## src/rtl/bjp_resolve_sched_if.sv

```systemverilog
// Port bundle for bjp_resolve_sched: redirect requests/outputs, predictor-update FIFO and issue stall.
// Defining BJP_SCHED_STAT_EN adds the flush/drop statistics counters to the bundle.
interface bjp_resolve_sched_if #(
    parameter int NUM_BJP      = 2,
    parameter int ROB_ID_WIDTH = 8,
    parameter int PC_WIDTH     = 32,
    parameter int UPD_WIDTH    = 85
);
    logic                            i_csr_trap_flush;
    logic [NUM_BJP-1:0]              i_bjp_mis_flush;
    logic [NUM_BJP*ROB_ID_WIDTH-1:0] i_bjp_mis_rob_id;
    logic [NUM_BJP*PC_WIDTH-1:0]     i_bjp_mis_addr;
    logic                            i_exu_ls_flush;
    logic [ROB_ID_WIDTH-1:0]         i_exu_ls_rob_id;
    logic [PC_WIDTH-1:0]             i_exu_ls_addr;
    logic                            o_flush_vld;
    logic [ROB_ID_WIDTH-1:0]         o_flush_rob_id;
    logic [PC_WIDTH-1:0]             o_flush_addr;
    logic                            o_flush_is_ls;
    logic [NUM_BJP-1:0]              i_bjp_upd_vld;
    logic [NUM_BJP*ROB_ID_WIDTH-1:0] i_bjp_upd_rob_id;
    logic [NUM_BJP*UPD_WIDTH-1:0]    i_bjp_upd_bus;
    logic                            o_iq_upd_vld;
    logic [UPD_WIDTH-1:0]            o_iq_upd_bus;
    logic                            i_iq_upd_rdy;
    logic                            o_bjp_issue_stall;
`ifdef BJP_SCHED_STAT_EN
    logic [31:0]                     o_stat_flush_cnt;
    logic [31:0]                     o_stat_drop_cnt;

    modport slave (
        input  i_csr_trap_flush, i_bjp_mis_flush, i_bjp_mis_rob_id, i_bjp_mis_addr,
        input  i_exu_ls_flush, i_exu_ls_rob_id, i_exu_ls_addr,
        input  i_bjp_upd_vld, i_bjp_upd_rob_id, i_bjp_upd_bus, i_iq_upd_rdy,
        output o_flush_vld, o_flush_rob_id, o_flush_addr, o_flush_is_ls,
        output o_iq_upd_vld, o_iq_upd_bus, o_bjp_issue_stall,
        output o_stat_flush_cnt, o_stat_drop_cnt
    );
    modport master (
        output i_csr_trap_flush, i_bjp_mis_flush, i_bjp_mis_rob_id, i_bjp_mis_addr,
        output i_exu_ls_flush, i_exu_ls_rob_id, i_exu_ls_addr,
        output i_bjp_upd_vld, i_bjp_upd_rob_id, i_bjp_upd_bus, i_iq_upd_rdy,
        input  o_flush_vld, o_flush_rob_id, o_flush_addr, o_flush_is_ls,
        input  o_iq_upd_vld, o_iq_upd_bus, o_bjp_issue_stall,
        input  o_stat_flush_cnt, o_stat_drop_cnt
    );
`else
    modport slave (
        input  i_csr_trap_flush, i_bjp_mis_flush, i_bjp_mis_rob_id, i_bjp_mis_addr,
        input  i_exu_ls_flush, i_exu_ls_rob_id, i_exu_ls_addr,
        input  i_bjp_upd_vld, i_bjp_upd_rob_id, i_bjp_upd_bus, i_iq_upd_rdy,
        output o_flush_vld, o_flush_rob_id, o_flush_addr, o_flush_is_ls,
        output o_iq_upd_vld, o_iq_upd_bus, o_bjp_issue_stall
    );
    modport master (
        output i_csr_trap_flush, i_bjp_mis_flush, i_bjp_mis_rob_id, i_bjp_mis_addr,
        output i_exu_ls_flush, i_exu_ls_rob_id, i_exu_ls_addr,
        output i_bjp_upd_vld, i_bjp_upd_rob_id, i_bjp_upd_bus, i_iq_upd_rdy,
        input  o_flush_vld, o_flush_rob_id, o_flush_addr, o_flush_is_ls,
        input  o_iq_upd_vld, o_iq_upd_bus, o_bjp_issue_stall
    );
`endif
endinterface

```

## src/rtl/bjp_resolve_sched.sv

```systemverilog
// Oldest-first redirect arbiter with post-flush suppression window and predictor-update FIFO.
// Optional statistics counters are built when BJP_SCHED_STAT_EN is defined.
module bjp_resolve_sched_chk (
    input logic clk,
    input logic rst_n,
    input logic upd_ovf
);
    // A push finding no free slot means upstream ignored o_bjp_issue_stall.
    a_upd_no_overflow: assert property (@(posedge clk) disable iff (!rst_n) !upd_ovf);
endmodule

module bjp_resolve_sched #(
    parameter int NUM_BJP      = 2,
    parameter int ROB_ID_WIDTH = 8,
    parameter int PC_WIDTH     = 32,
    parameter int UPD_WIDTH    = 85,
    parameter int UPD_DEPTH    = 4,
    parameter int FLUSH_HOLD   = 2
) (
    input logic                clk,
    input logic                rst_n,
    bjp_resolve_sched_if.slave bus
);
    localparam int AW = $clog2(UPD_DEPTH);
    localparam int PW = AW + 1;
    localparam int CW = $clog2(FLUSH_HOLD + 1) + 1;
    localparam int RM = ROB_ID_WIDTH - 1;
    localparam logic [0:0]    ST_IDLE   = 1'b0;
    localparam logic [0:0]    ST_HOLD   = 1'b1;
    localparam logic [CW-1:0] HOLD_LOAD = CW'(FLUSH_HOLD);
    localparam logic [PW:0]   DEPTH_W   = (PW+1)'(UPD_DEPTH);

    function automatic logic older(input logic [ROB_ID_WIDTH-1:0] a, input logic [ROB_ID_WIDTH-1:0] b);
        logic res;
        if (a[RM] ^ b[RM]) res = (a[RM-1:0] >= b[RM-1:0]);
        else               res = (a[RM-1:0] <  b[RM-1:0]);
        return res;
    endfunction

    // An LSU flush re-executes its own ROB id, so the equal-id branch is wrong-path too.
    function automatic logic upd_killed(input logic [ROB_ID_WIDTH-1:0] upd_id,
                                        input logic [ROB_ID_WIDTH-1:0] fl_id, input logic fl_is_ls);
        return older(fl_id, upd_id) || (fl_is_ls && (upd_id == fl_id));
    endfunction

    logic [0:0]              state_r;
    logic [CW-1:0]           hold_ctr_r;
    logic [ROB_ID_WIDTH-1:0] hold_id_r;
    logic                    hold_is_ls_r;
    logic                    flush_vld_r, flush_is_ls_r;
    logic [ROB_ID_WIDTH-1:0] flush_rob_id_r;
    logic [PC_WIDTH-1:0]     flush_addr_r;
    logic [UPD_WIDTH-1:0]    mem_r [UPD_DEPTH];
    logic [PW-1:0]           wr_ptr_r, rd_ptr_r;
    logic                    stall_r;

    logic                    trap_s, sel_vld_s, sel_is_ls_s, accept_s, issue_s;
    logic [ROB_ID_WIDTH-1:0] sel_id_s;
    logic [PC_WIDTH-1:0]     sel_addr_s;
    logic [NUM_BJP-1:0]      upd_keep_s, push_en_s;
    logic [AW-1:0]           push_off_s [NUM_BJP];
    logic [PW:0]             free_s, push_cnt_s;
    logic                    upd_ovf_s, pop_s, empty_s, stall_nxt_s;
    logic [PW-1:0]           cnt_s, wr_ptr_nxt_s, rd_ptr_nxt_s, cnt_nxt_s;

    assign trap_s       = bus.i_csr_trap_flush;
    assign empty_s      = (wr_ptr_r == rd_ptr_r);
    assign cnt_s        = wr_ptr_r - rd_ptr_r;
    assign wr_ptr_nxt_s = wr_ptr_r + push_cnt_s[PW-1:0];
    assign rd_ptr_nxt_s = rd_ptr_r + {{AW{1'b0}}, pop_s};
    assign cnt_nxt_s    = wr_ptr_nxt_s - rd_ptr_nxt_s;
    assign stall_nxt_s  = (DEPTH_W - {1'b0, cnt_nxt_s}) < (PW+1)'(NUM_BJP);

    // Oldest valid redirect; LSU seeds the scan so it wins ties, then lower BJP index wins.
    always_comb begin
        sel_vld_s   = bus.i_exu_ls_flush;
        sel_is_ls_s = bus.i_exu_ls_flush;
        sel_id_s    = bus.i_exu_ls_rob_id;
        sel_addr_s  = bus.i_exu_ls_addr;
        for (int k = 0; k < NUM_BJP; k++) begin
            if (bus.i_bjp_mis_flush[k] &&
                (!sel_vld_s || older(bus.i_bjp_mis_rob_id[k*ROB_ID_WIDTH +: ROB_ID_WIDTH], sel_id_s))) begin
                sel_vld_s   = 1'b1;
                sel_is_ls_s = 1'b0;
                sel_id_s    = bus.i_bjp_mis_rob_id[k*ROB_ID_WIDTH +: ROB_ID_WIDTH];
                sel_addr_s  = bus.i_bjp_mis_addr[k*PC_WIDTH +: PC_WIDTH];
            end else begin
                sel_vld_s   = sel_vld_s;
            end
        end
    end

    // Suppression: while holding, only a redirect that is truly older than the held one may pass.
    always_comb begin
        accept_s = 1'b0;
        case (state_r)
            ST_IDLE: accept_s = sel_vld_s;
            ST_HOLD: accept_s = sel_vld_s && (older(sel_id_s, hold_id_r) ||
                                (sel_is_ls_s && !hold_is_ls_r && (sel_id_s == hold_id_r)));
            default: accept_s = 1'b0;
        endcase
        issue_s = accept_s && !trap_s;
    end

    // Update filtering and slot allocation in unit index order.
    always_comb begin
        pop_s      = !empty_s && bus.i_iq_upd_rdy;
        free_s     = DEPTH_W - {1'b0, cnt_s} + {{PW{1'b0}}, pop_s};
        push_cnt_s = '0;
        upd_ovf_s  = 1'b0;
        for (int k = 0; k < NUM_BJP; k++) begin
            push_en_s[k]  = 1'b0;
            push_off_s[k] = '0;
            upd_keep_s[k] = bus.i_bjp_upd_vld[k] && !trap_s
                && !(issue_s && upd_killed(bus.i_bjp_upd_rob_id[k*ROB_ID_WIDTH +: ROB_ID_WIDTH], sel_id_s, sel_is_ls_s))
                && !((state_r == ST_HOLD) &&
                     upd_killed(bus.i_bjp_upd_rob_id[k*ROB_ID_WIDTH +: ROB_ID_WIDTH], hold_id_r, hold_is_ls_r));
            if (upd_keep_s[k] && (push_cnt_s < free_s)) begin
                push_en_s[k]  = 1'b1;
                push_off_s[k] = push_cnt_s[AW-1:0];
                push_cnt_s    = push_cnt_s + (PW+1)'(1);
            end else if (upd_keep_s[k]) begin
                upd_ovf_s     = 1'b1;
            end else begin
                push_en_s[k]  = 1'b0;
            end
        end
    end

    // Redirect FSM and registered flush outputs; a trap overrides everything.
    always_ff @(posedge clk or negedge rst_n) begin
        if (!rst_n) begin
            state_r <= ST_IDLE;  hold_ctr_r <= '0;  hold_id_r <= '0;  hold_is_ls_r <= 1'b0;
            flush_vld_r <= 1'b0; flush_rob_id_r <= '0; flush_addr_r <= '0; flush_is_ls_r <= 1'b0;
        end else if (trap_s) begin
            state_r <= ST_IDLE;  hold_ctr_r <= '0;  flush_vld_r <= 1'b0;
        end else begin
            flush_vld_r <= issue_s;
            if (issue_s) begin
                flush_rob_id_r <= sel_id_s;  flush_addr_r <= sel_addr_s;  flush_is_ls_r <= sel_is_ls_s;
                hold_id_r      <= sel_id_s;  hold_is_ls_r <= sel_is_ls_s;
                hold_ctr_r     <= HOLD_LOAD; state_r      <= ST_HOLD;
            end else begin
                case (state_r)
                    ST_HOLD: begin
                        hold_ctr_r <= (hold_ctr_r > CW'(1)) ? hold_ctr_r - CW'(1) : '0;
                        state_r    <= (hold_ctr_r > CW'(1)) ? ST_HOLD : ST_IDLE;
                    end
                    default: state_r <= ST_IDLE;
                endcase
            end
        end
    end

    // FIFO pointers and registered issue stall.
    always_ff @(posedge clk or negedge rst_n) begin
        if (!rst_n) begin
            wr_ptr_r <= '0;  rd_ptr_r <= '0;  stall_r <= 1'b0;
        end else if (trap_s) begin
            wr_ptr_r <= '0;  rd_ptr_r <= '0;  stall_r <= 1'b0;
        end else begin
            wr_ptr_r <= wr_ptr_nxt_s;  rd_ptr_r <= rd_ptr_nxt_s;  stall_r <= stall_nxt_s;
        end
    end

    // FIFO storage writes.
    always_ff @(posedge clk or negedge rst_n) begin
        if (!rst_n) begin
            for (int i = 0; i < UPD_DEPTH; i++) mem_r[i] <= '0;
        end else begin
            for (int k = 0; k < NUM_BJP; k++) begin
                if (push_en_s[k]) mem_r[wr_ptr_r[AW-1:0] + push_off_s[k]] <= bus.i_bjp_upd_bus[k*UPD_WIDTH +: UPD_WIDTH];
            end
        end
    end

    assign bus.o_flush_vld       = flush_vld_r;
    assign bus.o_flush_rob_id    = flush_rob_id_r;
    assign bus.o_flush_addr      = flush_addr_r;
    assign bus.o_flush_is_ls     = flush_is_ls_r;
    assign bus.o_iq_upd_vld      = !empty_s;
    assign bus.o_iq_upd_bus      = mem_r[rd_ptr_r[AW-1:0]];
    assign bus.o_bjp_issue_stall = stall_r;

`ifdef BJP_SCHED_STAT_EN
    logic [31:0] stat_flush_cnt_r, stat_drop_cnt_r;
    logic [3:0]  drop_evt_s;
    logic [32:0] drop_sum_s;

    // Rejected redirects plus updates that did not make it into the FIFO this cycle.
    always_comb begin
        drop_evt_s = 4'd0;
        if (!trap_s) begin
            for (int k = 0; k < NUM_BJP; k++) begin
                drop_evt_s = drop_evt_s + {3'd0, bus.i_bjp_mis_flush[k]} + {3'd0, bus.i_bjp_upd_vld[k] && !push_en_s[k]};
            end
            drop_evt_s = drop_evt_s + {3'd0, bus.i_exu_ls_flush} - {3'd0, issue_s};
        end else begin
            drop_evt_s = 4'd0;
        end
    end
    assign drop_sum_s = {1'b0, stat_drop_cnt_r} + {29'd0, drop_evt_s};

    // Saturating statistics; intentionally survive trap flushes.
    always_ff @(posedge clk or negedge rst_n) begin
        if (!rst_n) begin
            stat_flush_cnt_r <= 32'd0;
            stat_drop_cnt_r  <= 32'd0;
        end else begin
            if (issue_s && (stat_flush_cnt_r != 32'hFFFF_FFFF)) stat_flush_cnt_r <= stat_flush_cnt_r + 32'd1;
            stat_drop_cnt_r <= drop_sum_s[32] ? 32'hFFFF_FFFF : drop_sum_s[31:0];
        end
    end
    assign bus.o_stat_flush_cnt = stat_flush_cnt_r;
    assign bus.o_stat_drop_cnt  = stat_drop_cnt_r;
`endif

    bjp_resolve_sched_chk u_chk (.clk(clk), .rst_n(rst_n), .upd_ovf(upd_ovf_s && !trap_s));
endmodule

```

## src/flat_wrapper.sv

```systemverilog
// flat-port wrapper written by rule: the top's interface ports become plain ports
module bjp_resolve_sched_flat 
#(
    parameter int NUM_BJP      = 2,
    parameter int ROB_ID_WIDTH = 8,
    parameter int PC_WIDTH     = 32,
    parameter int UPD_WIDTH    = 85,
    parameter int UPD_DEPTH    = 4,
    parameter int FLUSH_HOLD   = 2
)
  (clk, rst_n, bus_i_csr_trap_flush, bus_i_bjp_mis_flush, bus_i_bjp_mis_rob_id, bus_i_bjp_mis_addr, bus_i_exu_ls_flush, bus_i_exu_ls_rob_id, bus_i_exu_ls_addr, bus_i_bjp_upd_vld, bus_i_bjp_upd_rob_id, bus_i_bjp_upd_bus, bus_i_iq_upd_rdy, bus_o_flush_vld, bus_o_flush_rob_id, bus_o_flush_addr, bus_o_flush_is_ls, bus_o_iq_upd_vld, bus_o_iq_upd_bus, bus_o_bjp_issue_stall);
  bjp_resolve_sched_if #(.NUM_BJP(NUM_BJP), .ROB_ID_WIDTH(ROB_ID_WIDTH), .PC_WIDTH(PC_WIDTH), .UPD_WIDTH(UPD_WIDTH)) bus_i ();
  input logic clk;
  input logic rst_n;
  input wire logic [$bits(bus_i.i_csr_trap_flush)-1:0] bus_i_csr_trap_flush;
  input wire logic [$bits(bus_i.i_bjp_mis_flush)-1:0] bus_i_bjp_mis_flush;
  input wire logic [$bits(bus_i.i_bjp_mis_rob_id)-1:0] bus_i_bjp_mis_rob_id;
  input wire logic [$bits(bus_i.i_bjp_mis_addr)-1:0] bus_i_bjp_mis_addr;
  input wire logic [$bits(bus_i.i_exu_ls_flush)-1:0] bus_i_exu_ls_flush;
  input wire logic [$bits(bus_i.i_exu_ls_rob_id)-1:0] bus_i_exu_ls_rob_id;
  input wire logic [$bits(bus_i.i_exu_ls_addr)-1:0] bus_i_exu_ls_addr;
  input wire logic [$bits(bus_i.i_bjp_upd_vld)-1:0] bus_i_bjp_upd_vld;
  input wire logic [$bits(bus_i.i_bjp_upd_rob_id)-1:0] bus_i_bjp_upd_rob_id;
  input wire logic [$bits(bus_i.i_bjp_upd_bus)-1:0] bus_i_bjp_upd_bus;
  input wire logic [$bits(bus_i.i_iq_upd_rdy)-1:0] bus_i_iq_upd_rdy;
  output wire logic [$bits(bus_i.o_flush_vld)-1:0] bus_o_flush_vld;
  output wire logic [$bits(bus_i.o_flush_rob_id)-1:0] bus_o_flush_rob_id;
  output wire logic [$bits(bus_i.o_flush_addr)-1:0] bus_o_flush_addr;
  output wire logic [$bits(bus_i.o_flush_is_ls)-1:0] bus_o_flush_is_ls;
  output wire logic [$bits(bus_i.o_iq_upd_vld)-1:0] bus_o_iq_upd_vld;
  output wire logic [$bits(bus_i.o_iq_upd_bus)-1:0] bus_o_iq_upd_bus;
  output wire logic [$bits(bus_i.o_bjp_issue_stall)-1:0] bus_o_bjp_issue_stall;
  assign bus_i.i_csr_trap_flush = bus_i_csr_trap_flush;
  assign bus_i.i_bjp_mis_flush = bus_i_bjp_mis_flush;
  assign bus_i.i_bjp_mis_rob_id = bus_i_bjp_mis_rob_id;
  assign bus_i.i_bjp_mis_addr = bus_i_bjp_mis_addr;
  assign bus_i.i_exu_ls_flush = bus_i_exu_ls_flush;
  assign bus_i.i_exu_ls_rob_id = bus_i_exu_ls_rob_id;
  assign bus_i.i_exu_ls_addr = bus_i_exu_ls_addr;
  assign bus_i.i_bjp_upd_vld = bus_i_bjp_upd_vld;
  assign bus_i.i_bjp_upd_rob_id = bus_i_bjp_upd_rob_id;
  assign bus_i.i_bjp_upd_bus = bus_i_bjp_upd_bus;
  assign bus_i.i_iq_upd_rdy = bus_i_iq_upd_rdy;
  assign bus_o_flush_vld = bus_i.o_flush_vld;
  assign bus_o_flush_rob_id = bus_i.o_flush_rob_id;
  assign bus_o_flush_addr = bus_i.o_flush_addr;
  assign bus_o_flush_is_ls = bus_i.o_flush_is_ls;
  assign bus_o_iq_upd_vld = bus_i.o_iq_upd_vld;
  assign bus_o_iq_upd_bus = bus_i.o_iq_upd_bus;
  assign bus_o_bjp_issue_stall = bus_i.o_bjp_issue_stall;
  bjp_resolve_sched #(.NUM_BJP(NUM_BJP), .ROB_ID_WIDTH(ROB_ID_WIDTH), .PC_WIDTH(PC_WIDTH), .UPD_WIDTH(UPD_WIDTH), .UPD_DEPTH(UPD_DEPTH), .FLUSH_HOLD(FLUSH_HOLD)) u_core (.clk(clk), .rst_n(rst_n), .bus(bus_i));
endmodule
```

## config.mk

```make
export PLATFORM = sky130hd
export DESIGN_NAME = bjp_resolve_sched_flat
export DESIGN_NICKNAME = d
export VERILOG_FILES = /design/src/rtl/bjp_resolve_sched_if.sv /design/src/rtl/bjp_resolve_sched.sv /design/src/flat_wrapper.sv
export SDC_FILE = /design/constraint.sdc
export NUM_CORES = 1
export LEC_CHECK = 0
export CAP_MARGIN = 25
export CORE_MARGIN = 2
export CORE_UTILIZATION = 50
export CTS_BUF_LIST = sky130_fd_sc_hd__clkbuf_4 sky130_fd_sc_hd__clkbuf_8
export CTS_CLUSTER_DIAMETER = 150
export DETAILED_ROUTE_END_ITERATION = 6
export PLACE_DENSITY_LB_ADDON = 0.05
export SLEW_MARGIN = 20
export SYNTH_ARGS = -nofsm -noshare
export SYNTH_HDL_FRONTEND = slang
export SYNTH_SLANG_ARGS = --single-unit
```

## constraint.sdc

```tcl
create_clock -name clk -period 9.6 [get_ports clk]
set_input_delay 1.44 -clock clk [delete_from_list [all_inputs] [get_ports clk]]
set_output_delay 1.44 -clock clk [all_outputs]
set_load 0.005 [all_outputs]
```

# After elaboration in Yosys (flattened, before gate mapping)

Index checks and enable logic that the tools add are counted.

ROM bits: 0
Input port bits: 315
Word-level logic and storage cells: 152
Flip-flop bits (word level): 393
Memories kept: 0
RAM bits: 0
Bits in latches: 0
Output and inout port bits: 129

Divide/modulo/power cells: 0
Order comparisons: 23
Multipliers: 0
Reductions and logical operators: 43
Eq/ne operators: 6
Add/sub/neg operators: 10
Multiplexer cells: 45
Shift-type cells: 0
Bitwise operators: 12

Operator list:

| cell                                                                  | count |
|---|---|
| 340-bit bitwise mux                                                   | 2 |
| 340-bit two-way mux                                                   | 2 |
| 85-bit demux with 2-bit select                                        | 2 |
| 85-bit two-way mux                                                    | 4 |
| 85-bit binary-select mux with 2-bit select                            | 1 |
| 32-bit two-way mux                                                    | 2 |
| 7-bit greater-or-equal comparator                                     | 7 |
| 7-bit < comparator                                                    | 7 |
| 8-bit == test                                                         | 5 |
| 1-bit logical AND                                                     | 25 |
| 1-bit two-way mux                                                     | 22 |
| 3-bit two-way mux                                                     | 7 |
| 8-bit two-way mux                                                     | 2 |
| 3-bit greater-or-equal comparator (second input constant)             | 3 |
| 1-bit zero test                                                       | 9 |
| 2-bit inverter with 3-bit output                                      | 3 |
| 3-bit by 3-bit subtractor with 4-bit output (first input constant)    | 2 |
| 1-bit logical OR                                                      | 7 |
| 1-bit XOR                                                             | 7 |
| 3-bit by 1-bit < comparator with 1-bit output (second input constant) | 2 |
| 3-bit subtractor                                                      | 2 |
| 4-bit by 1-bit adder with 4-bit output                                | 1 |
| 1-bit by 4-bit < comparator with 1-bit output                         | 1 |
| 1-bit by 4-bit < comparator with 1-bit output (first input constant)  | 1 |
| 12 further kinds                                                      | 13 |

# Depth between registers and ports, before layout

Gate-level depths: netlist of the first run.

Word-level depth: 34
Mapped depth: 43
Depth with buffers taken out: 41

# Worst setup path after synthesis of the first run

OpenSTA, ideal clock, no wires.

Path kind: input port to flip-flop
From: input bus_i_bjp_mis_rob_id[0]
To: register u_core.stall_r (netlist: u_core.bus.o_bjp_issue_stall)
Slack: 0.701 ns
Stages on the path: 37
Arrival: 8.813 ns
Path buffers: 2
Required time: 9.514 ns
Setup time: 0.086 ns
Path through: inv_1 -> ha_1 -> nand2b_1 -> a211oi_1 -> o21ai_0 -> a21o_1 -> o21ai_1 -> clkbuf_1 -> o21ai_0 -> ha_1 -> nand2b_1 -> a211o_1 -> a21oi_1 -> a21oi_1 -> o21ai_1 -> clkbuf_1 -> mux2i_1 -> ha_1 -> and4_1 -> nand4_1 -> nor2_1 -> or4b_4 -> a211oi_4 -> nand2b_2 -> clkinv_2 -> a21oi_1 -> nor3_4 -> ha_1 -> ha_1 -> inv_1 -> ha_1 -> fa_1 -> xnor2_1 -> xnor2_1 -> nand4_1 -> o21a_1 -> nor3_1

Cells in the longest elaborated chain, start to end: 31
Elaborated cells between the ends (all ways): 63
Those cells by class: add/sub (4); order compare (12); eq/ne (3); mux (16); bitwise (4); reduce/logical (24)

Ends and longest elaborated chain:

| element                                                                 | line                                             | text |
|---|---|---|
| start: declaration                                                      | flat_wrapper.sv:17                               | `input wire logic [$bits(bus_i.i_bjp_mis_rob_id)-1:0] bus_i_bjp_mis_rob_id;` |
| 7-bit < comparator or 7-bit greater-or-equal comparator (tied branches) | bjp_resolve_sched.sv:36, bjp_resolve_sched.sv:35 |  |
| 1-bit two-way mux                                                       | bjp_resolve_sched.sv:35                          | `if (a[RM] ^ b[RM]) res = (a[RM-1:0] >= b[RM-1:0]);` |
| 1-bit logical OR                                                        | bjp_resolve_sched.sv:82                          | `(!sel_vld_s \|\| older(bus.i_bjp_mis_rob_id[k*ROB_ID_WIDTH +: ROB_ID_WIDTH], sel_id_s))) begin` |
| 1-bit logical AND                                                       | bjp_resolve_sched.sv:81                          | `if (bus.i_bjp_mis_flush[k] &&` |
| 8-bit two-way mux                                                       | bjp_resolve_sched.sv:81                          |  |
| 7-bit < comparator, or another cell as far along                        | bjp_resolve_sched.sv:36                          | `else res = (a[RM-1:0] < b[RM-1:0]);` |
| 1-bit two-way mux                                                       | bjp_resolve_sched.sv:35                          |  |
| 1-bit logical OR                                                        | bjp_resolve_sched.sv:82                          |  |
| (+15 left out)                                                          | -                                                |  |
| 1-bit by 4-bit < comparator with 1-bit output                           | bjp_resolve_sched.sv:118                         | `if (upd_keep_s[k] && (push_cnt_s < free_s)) begin` |
| 1-bit logical AND                                                       | bjp_resolve_sched.sv:118                         |  |
| 3-bit two-way mux (*)                                                   | bjp_resolve_sched.sv:118                         |  |
| 3-bit adder (*)                                                         | bjp_resolve_sched.sv:69                          | `assign wr_ptr_nxt_s = wr_ptr_r + push_cnt_s[PW-1:0];` |
| 3-bit subtractor (*)                                                    | bjp_resolve_sched.sv:71                          | `assign cnt_nxt_s = wr_ptr_nxt_s - rd_ptr_nxt_s;` |
| 3-bit by 3-bit subtractor with 4-bit output (*)                         | bjp_resolve_sched.sv:72                          | `assign stall_nxt_s = (DEPTH_W - {1'b0, cnt_nxt_s}) < (PW+1)'(NUM_BJP);` |
| 4-bit by 2-bit < comparator with 1-bit output (*)                       | bjp_resolve_sched.sv:72                          |  |
| 1-bit two-way mux (*)                                                   | bjp_resolve_sched.sv:159                         | `end else if (trap_s) begin` |
| end signal: assignment                                                  | bjp_resolve_sched.sv:162                         | `wr_ptr_r <= wr_ptr_nxt_s; rd_ptr_r <= rd_ptr_nxt_s; stall_r <= stall_nxt_s;` |
| end: declaration                                                        | bjp_resolve_sched.sv:55                          | `logic stall_r;` |

Every way passes the cells marked *; elsewhere a longest branch is shown, timed or not. The select of a mux whose other input is x is not followed.
A chain may end at the register's enable or synchronous reset.

# Worst setup path after layout of the first run

From: input bus_i_bjp_mis_rob_id[0]
To: register u_core.mem_r[11] in the netlist's numbering

Cells in the longest elaborated chain, start to end: 34
Elaborated cells between the ends (all ways): 69
Those cells by class: add/sub (1); order compare (13); eq/ne (3); mux (22); bitwise (5); reduce/logical (25)

Ends and longest elaborated chain:

| element                                                                                                                  | line                                             | text |
|---|---|---|
| 7-bit < comparator or 7-bit greater-or-equal comparator (tied branches)                                                  | bjp_resolve_sched.sv:36, bjp_resolve_sched.sv:35 |  |
| 1-bit two-way mux                                                                                                        | bjp_resolve_sched.sv:35                          |  |
| 1-bit logical OR                                                                                                         | bjp_resolve_sched.sv:82                          |  |
| 1-bit logical AND                                                                                                        | bjp_resolve_sched.sv:81                          |  |
| 8-bit two-way mux                                                                                                        | bjp_resolve_sched.sv:81                          |  |
| 7-bit < comparator, or another cell as far along                                                                         | bjp_resolve_sched.sv:36                          |  |
| 1-bit two-way mux                                                                                                        | bjp_resolve_sched.sv:35                          |  |
| 1-bit logical OR                                                                                                         | bjp_resolve_sched.sv:82                          |  |
| (+2 left out)                                                                                                            | -                                                |  |
| named net u_core.sel_id_s[2]                                                                                             | bjp_resolve_sched.sv:58                          | `logic [ROB_ID_WIDTH-1:0] sel_id_s;` |
| (+16 left out)                                                                                                           | -                                                |  |
| 2-bit by 1-bit adder with 2-bit output                                                                                   | bjp_resolve_sched.sv:172                         | `if (push_en_s[k]) mem_r[wr_ptr_r[AW-1:0] + push_off_s[k]] <= bus.i_bjp_upd_bus[k*UPD_WIDTH +: UPD_WIDTH];` |
| 2-bit inverter with 3-bit output (not written as such)                                                                   | bjp_resolve_sched.sv:172                         |  |
| 3-bit greater-or-equal comparator (not written as such) or 3-bit by 1-bit < comparator with 1-bit output (tied branches) | bjp_resolve_sched.sv:172                         |  |
| 1-bit logical AND (not written as such)                                                                                  | bjp_resolve_sched.sv:172                         |  |
| 85-bit two-way mux (not written as such)                                                                                 | bjp_resolve_sched.sv:172                         |  |
| 85-bit demux with 2-bit select                                                                                           | bjp_resolve_sched.sv:172                         |  |
| 340-bit bitwise mux                                                                                                      | bjp_resolve_sched.sv:172                         |  |
| 340-bit two-way mux (*)                                                                                                  | bjp_resolve_sched.sv:172                         |  |
| end signal: indexed assignment                                                                                           | bjp_resolve_sched.sv:172                         |  |
| end: declaration                                                                                                         | bjp_resolve_sched.sv:53                          | `logic [UPD_WIDTH-1:0] mem_r [UPD_DEPTH];` |

The timed path passes the listed nets; every way through them passes the cells marked *. The select of a mux whose other input is x is not followed.

==> impl_metrics.ini, run 1 <==
[finish]
final_nets = 2617
drive_gt1_share_pct = 34.16
area_growth_pct = 28.02

[pwr]
leakagePower_nw = 13.57
worst_ir_drop_vdd_mv = 0.1373
power_density_nw_per_um2 = 282.4

[setup_path]
cp-startpoint = bus_i_bjp_mis_rob_id[0]
worst_path_max_delay_cell = or4b_4
cp.buffers_inverters = 6
path_class = in -> reg
start_kind = input pin
cp.arrival_ns = 9.46
r2r-start = u_core.rd_ptr_r[1]
crit_top_cell = a21oi_1
cp_data_required_time_ns = 10.11
critPathTopFamily = compound AO/OA/AOI/OAI gates
cp-end-kind = register
worst-path-max-fanout = 20
max_stage_delay_ns = 0.49

[cts]
cts_hold_buf = 0
clk_path_buf_depth = 3
ctsHtreeMaxLevel = 3
clockRootBuffer = clkbuf_8
insertion_delay_ns = 0.64
cts_tree = yes
numCtsBuffers = 73
cts_num_sinks = 393
path_clk_slew_ns = 0.05

[outcome]
status = finished clean

[timing]
max_freq_mhz = 111.8
skew_ns = 0.02534
fin_crit_ns = 8.947
finalSetupTns_ns = 0
tightest_slew_ns = 0.9522
slew_headroom_pct = 36.52
finalHoldViolCount = 0
finalSetupViolCount = 0
period_share_pct = 93.20
report.final.slew_viol_count = 0
fin_ws_ns = 0.6532
rsz0062_at_grt = no

[global_routing]
grt_start_max_net_pins = 155
track_usage_pct = 26.65
overflow = 0
grt_pass1_vias = 17660
grt_pass1_wl_um = 102200
antenna_found_initial = 12

[hold_path]
hp-start = u_core.bus.o_flush_addr[20]
hold_class = reg -> reg

[logic_synthesis]
syn_area_um2 = 23930
synth_edf_count = 0
synthCells = 1796
synth-seq-cells = 393
synth_cell_types = 63
synth-seq-area-share_pct = 41.10
synth-async-reset-ratio_pct = 100.0
synth_nets = 2177
synth_area_leaders = dfrtp_1 41%, mux2_2 19%, mux2_1 8.7%, mux4_2 8.0%, mux2_4 6.3%
yosys.area.top_type_share_pct = 41.10
avgSynthCellArea_um2 = 13.32
yosysTopAreaCell = dfrtp_1
ys.flop_type = dfrtp_1
yosys_warnings = 0

[place]
hpwl_um = 44030
port_buffers = 443
globalplace.congestion = 0.9165
dp_slack_ns = -0.03135

[routing]
via_per_inst = 5.682
drc = 0
dr.pass1.iters = 6
postRouteAntennaNets = 0
wl_per_cell_um = 22.57
wirelength_um = 65640
num_vias = 16520
drtIter0Drc = 883

[floorplanning]
dieArea_um2 = 49630
die_w_um = 222.8
die-height_um = 222.8
rows = 80
core_area_um2 = 47450
io_pins = 444
initial_core_util_pct = 50.44

[job]
max_cap_violations = 0
per-stage QoR:
stage                     utilization, %  instances  total power, mW  hold WS [ns]  area (um^2)
final                              64.57       2908            8.651        0.4796        30640
after global routing               64.56       2907            9.206        0.4926        30630
after CTS                          64.40       2897            8.737        0.4819        30560
after detailed placement           61.17       2772            6.985        0.4697        29020
after global placement             61.17       2772            6.828        0.4637        29020
after floorplan                        -       1796            5.429        0.4733        23930
timing repair:
item / CTS / global route
setup buffers: 0 / 3
gates resized for setup: 0 / 2
setup endpoints to repair: 0 / 1
area by class of cell:
cell class                 count  area [um^2]
multi-input combinational   1238        13310
clock inverter                13        108.9
antenna                        7        17.52
clock buffer                 112         1423
tap                          615        769.5
inverter                      45        170.2
timing repair buffer         485         4992
sequential                   393         9842
fill                        3737        16810
power by group:
part	internal [mW]	switching, mW
combinational	2.61	1.44
sequential	2.46	0.448
clock	0.971	0.729
flip-flops by register name (all words and copies together) (netlist names), 3 cells and up:
| signal | count |
|---|---|
| u_core.hold_ctr_r | 3 |
| u_core.wr_ptr_r | 3 |
| u_core.hold_id_r | 8 |
| u_core.rd_ptr_r | 3 |
| u_core.bus.o_flush_addr | 32 |
| u_core.mem_r | 340 |
placed cells by master, fill, tap and decap left out, types with 9 or more instances in the layout:
cell type	instances
a21oi_1	32
buf_12	19
buf_4	23
clkbuf_4	19
clkbuf_8	93
clkdlybuf4s50_1	442
clkinv_2	9
dfrtp_1	391
ha_1	64
inv_1	44
mux2_1	184
mux2_2	405
mux2_4	100
mux2i_1	41
mux4_2	85
nand2_1	86
nand4_1	9
nor2_1	36
nor2b_1	9
nor3_1	12
o21a_1	13
o21ai_0	77
per-layer routing:
layer	wire length [um]	track usage (%)
met4	1755	9.569
met3	3536	6.427
met1	28330	34.45
met2	31950	43.76
met5	69	0
path summary, 6_finish.rpt:
kind | to | slack [ns] | depth (start not counted)
setup / recovery | u_core.mem_r[11] | 0.65 | 37
hold / removal | u_core.bus.o_flush_addr[20] | 0.48 | 2
setup reg to reg | u_core.mem_r[11] | 4.33 | 22
hold reg to reg | u_core.bus.o_flush_addr[20] | 0.48 | 2
max in group asynchronous | u_core.mem_r[286] | 7.26 | 2
min in group asynchronous | u_core.mem_r[65] | 0.84 | 1
worst reg2reg max path: stages (launching register included):
cell and delay (ns):
dfrtp_4 0.84, inv_1 0.18, ha_1 0.32, nand3_1 0.16, nand2_1 0.16, ha_1 0.15, inv_1 0.05, ha_1 0.20
and3_1 0.16, a21oi_1 0.15, nor2_1 0.08, a21oi_1 0.22, o311ai_0 0.25, nor3_4 0.20, buf_4 0.19, ha_1 0.25
nand2b_1 0.19, nor2_1 0.06, a21oi_1 0.19, o22ai_1 0.15, nand2_4 0.34, buf_4 0.32, mux2_2 0.36
kinds of logic after synthesis:
| family | after synthesis | share of synthesized area, % |
|---|---|---|
| xor gates and xnor gates | 13 | 0.5333 |
| adders and majority gates | 66 | 3.514 |
| AOI/OAI and AO/OA | 157 | 3.953 |
| buffers and inverters | 165 | 3.597 |
| and+or+nand+nor | 187 | 3.603 |
| muxes | 815 | 43.70 |
| DFF | 393 | 41.10 |
synth_stat cells, types with 12 or more instances:
master    instances
a21oi_1          34
buf_1            15
buf_2            36
buf_6            22
clkbuf_1         39
dfrtp_1         393
ha_1             64
inv_1            44
mux2_1          184
mux2_2          405
mux2_4          100
mux2i_1          41
mux4_2           85
nand2_1          88
nor2_1           36
nor3_1           12
o21a_1           13
o21ai_0          77
(Power assumes the default switching activity.)
==> run 2: changes to the inputs <==
- RECOVER_POWER: not set -> 50
==> run 2 against run 1 <==
  * The run now ends with design-rule violations, max-capacitance violations, max-slew violations left
  * Cell count stayed put
  * Register-to-register slack worse by 0.98 ns
  * Clock power hardly changed
  * Combinational power is 1% lower
  * Fmax is 0.28% lower
  * Via count hardly changed
  * Global-route usage stayed put
  * Sequential power hardly changed
  * Wire length hardly changed
  * Critical path depth is 2 higher
  * Critical path type unchanged
  * Highest routed layer unchanged
==> impl_metrics.ini, run 2 (synthesis results as in run 1) <==
[outcome]
status = complete, but fails checks
violations = design-rule violations, max-capacitance violations, max-slew violations

[finish]
drive_gt1_share_pct = 33.99
final_cells = 2908
area_growth_pct = 27.91
largest_register_ffs = 340
layout_commonest_cell = mux2_2
top_register = u_core.mem_r
final_nets = 2617
design_area_um2 = 30610
final_cell_mix = 405 x mux2_2, 392 x dfrtp_1, 382 x clkdlybuf4s50_1, 184 x mux2_1, 100 x mux2_4

[pwr]
clock_power_share_pct = 19.8
power_frac_comb_pct = 46.4
seq_power_share_pct = 33.8
leakagePower_nw = 13.60
intPower_mw = 5.991
worst_ir_drop_vdd_mv = 0.1386
power_density_nw_per_um2 = 281.0
swShare_pct = 30.34
p_switching_mw = 2.610

[routing]
drc = 1
dr.pass1.iters = 7
wirelength_um = 65630
via_per_inst = 5.683
postRouteAntennaNets = 0
drtIter0Drc = 860
wl_per_cell_um = 22.57
num_vias = 16530

[global_routing]
grt_pass1_wl_um = 102200
grt_pass1_vias = 17660
overflow = 0
antenna_found_initial = 12
grt_start_max_net_pins = 155
track_usage_pct = 26.65

[setup_path]
start_kind = input pin
worst-path-max-fanout = 14
r2r-end = u_core.mem_r[8]
r2r-start = u_core.rd_ptr_r[1]
rr_worst_depth = 22
max_stage_delay_ns = 0.45
cp.buffers_inverters = 7
cp.arrival_ns = 9.51
worstSetupPathDepth = 39
cp-startpoint = bus_i_bjp_mis_rob_id[0]
cp_data_required_time_ns = 10.14
path_class = in -> reg
crit_top_cell = ha_1
cp-end-kind = register
worst_path_max_delay_cell = clkdlybuf4s50_1
critPathTopFamily = compound AO/OA/AOI/OAI gates
reg2reg_slack_ns = 3.35

[timing]
skew_ns = 0.02406
rsz0062_at_grt = no
finalHoldViolCount = 0
tightest_slew_ns = 5.588
slew_headroom_pct = -272.6
fin_crit_ns = 8.972
period_share_pct = 93.46
finalSetupViolCount = 0
max_freq_mhz = 111.5
report.final.slew_viol_count = 293

[floorplanning]
rows = 80
core_area_um2 = 47450
die-height_um = 222.8
io_pins = 444
die_w_um = 222.8
initial_core_util_pct = 50.44
dieArea_um2 = 49630

[cts]
cts_tree = yes
numCtsBuffers = 73
cts_num_sinks = 393
insertion_delay_ns = 0.64
path_clk_slew_ns = 0.06
clockRootBuffer = clkbuf_8
cts_hold_buf = 0
clk_path_buf_depth = 3
ctsHtreeMaxLevel = 3

[place]
dpl.cell_count = 2772
hpwl_um = 44030
port_buffers = 443
place_area_um2 = 29020
globalplace.congestion = 0.9165

[hold_path]
hold_class = reg -> reg
whs_path_depth = 2
min_to = u_core.bus.o_flush_addr[0]
hp-start = u_core.bus.o_flush_addr[0]

[job]
max_cap_violations = 5
==> run 2: power groups by stage <==
| stage | combinational, mW | clock, mW | sequential (mW) |
|---|---|---|---|
| 2_1_floorplan | 2.67 | 0 | 2.76 |
| 3_3_place_gp | 3.94 | 0 | 2.89 |
| 3_5_place_dp | 4.06 | 0 | 2.93 |
| 4_1_cts | 4.08 | 1.75 | 2.90 |
| 5_1_grt | 4.34 | 1.82 | 2.99 |
| 6_report | 3.99 | 1.70 | 2.91 |
==> run 2: worst register-to-register path, stage by stage (launching register included) <==
cell,delay (ns)
dfrtp_1,1.66
inv_1,0.28
ha_1,0.39
nand3_1,0.16
nand2_1,0.16
ha_1,0.15
inv_1,0.05
ha_1,0.20
and3_1,0.16
a21oi_1,0.15
nor2_1,0.08
a21oi_1,0.22
o311ai_0,0.25
nor3_4,0.20
buf_4,0.19
ha_1,0.24
nand2b_1,0.19
nor2_1,0.06
a21oi_1,0.19
o22ai_1,0.15
nand2_4,0.33
buf_4,0.32
mux2_2,0.36
==> run 2: area by class of cell <==
type / instances / area, um^2
Fill cell: 3739 / 16830
Multi-Input combinational cell: 1238 / 13310
Sequential cell: 393 / 9838
Timing Repair Buffer: 485 / 4971
Clock buffer: 112 / 1423
Tap cell: 615 / 769.5
Inverter: 45 / 170.2
Clock inverter: 13 / 108.9
Antenna cell: 7 / 17.52
==> run 2: worst max path at each step <==
stage	end	slack, ns
global route	u_core.bus.o_bjp_issue_stall	0.04
global placement	u_core.bus.o_bjp_issue_stall	0.27
floorplan	u_core.bus.o_bjp_issue_stall	0.70
detailed placement	u_core.bus.o_bjp_issue_stall	-0.03
finish	u_core.bus.o_bjp_issue_stall	0.63
CTS	u_core.bus.o_bjp_issue_stall	0.61
==> run 2: through the flow <==
stage / setup WS [ns] / total power, mW / TNS, ns / utilization (%) / hold WS [ns]
CTS: 0.6080 / 8.737 / 0 / 64.40 / 0.4819
floorplan: 0.7011 / 5.429 / 0 / - / 0.4733
detailed placement: -0.03135 / 6.985 / -0.08083 / 61.17 / 0.4697
global placement: 0.2747 / 6.828 / 0 / 61.17 / 0.4637
finish: 0.6277 / 8.601 / 0 / 64.52 / 0.4727
global route: 0.03844 / 9.152 / 0 / 64.51 / 0.4878
==> run 2: routing by layer <==
layer  up-vias  GRT usage (%)  share of wire (%)
met3       119          6.427                5.3
met5         -              0              0.093
li1       7544              -                  -
met4        10          9.569                2.7
met2       384          43.76                 49
met1      8468          34.45                 43
==> run 2: what timing repair did <==
action | in CTS | in global routing
gates resized for setup | 0 | 2
buffers inserted | 0 | 3
setup endpoints to repair | 0 | 1
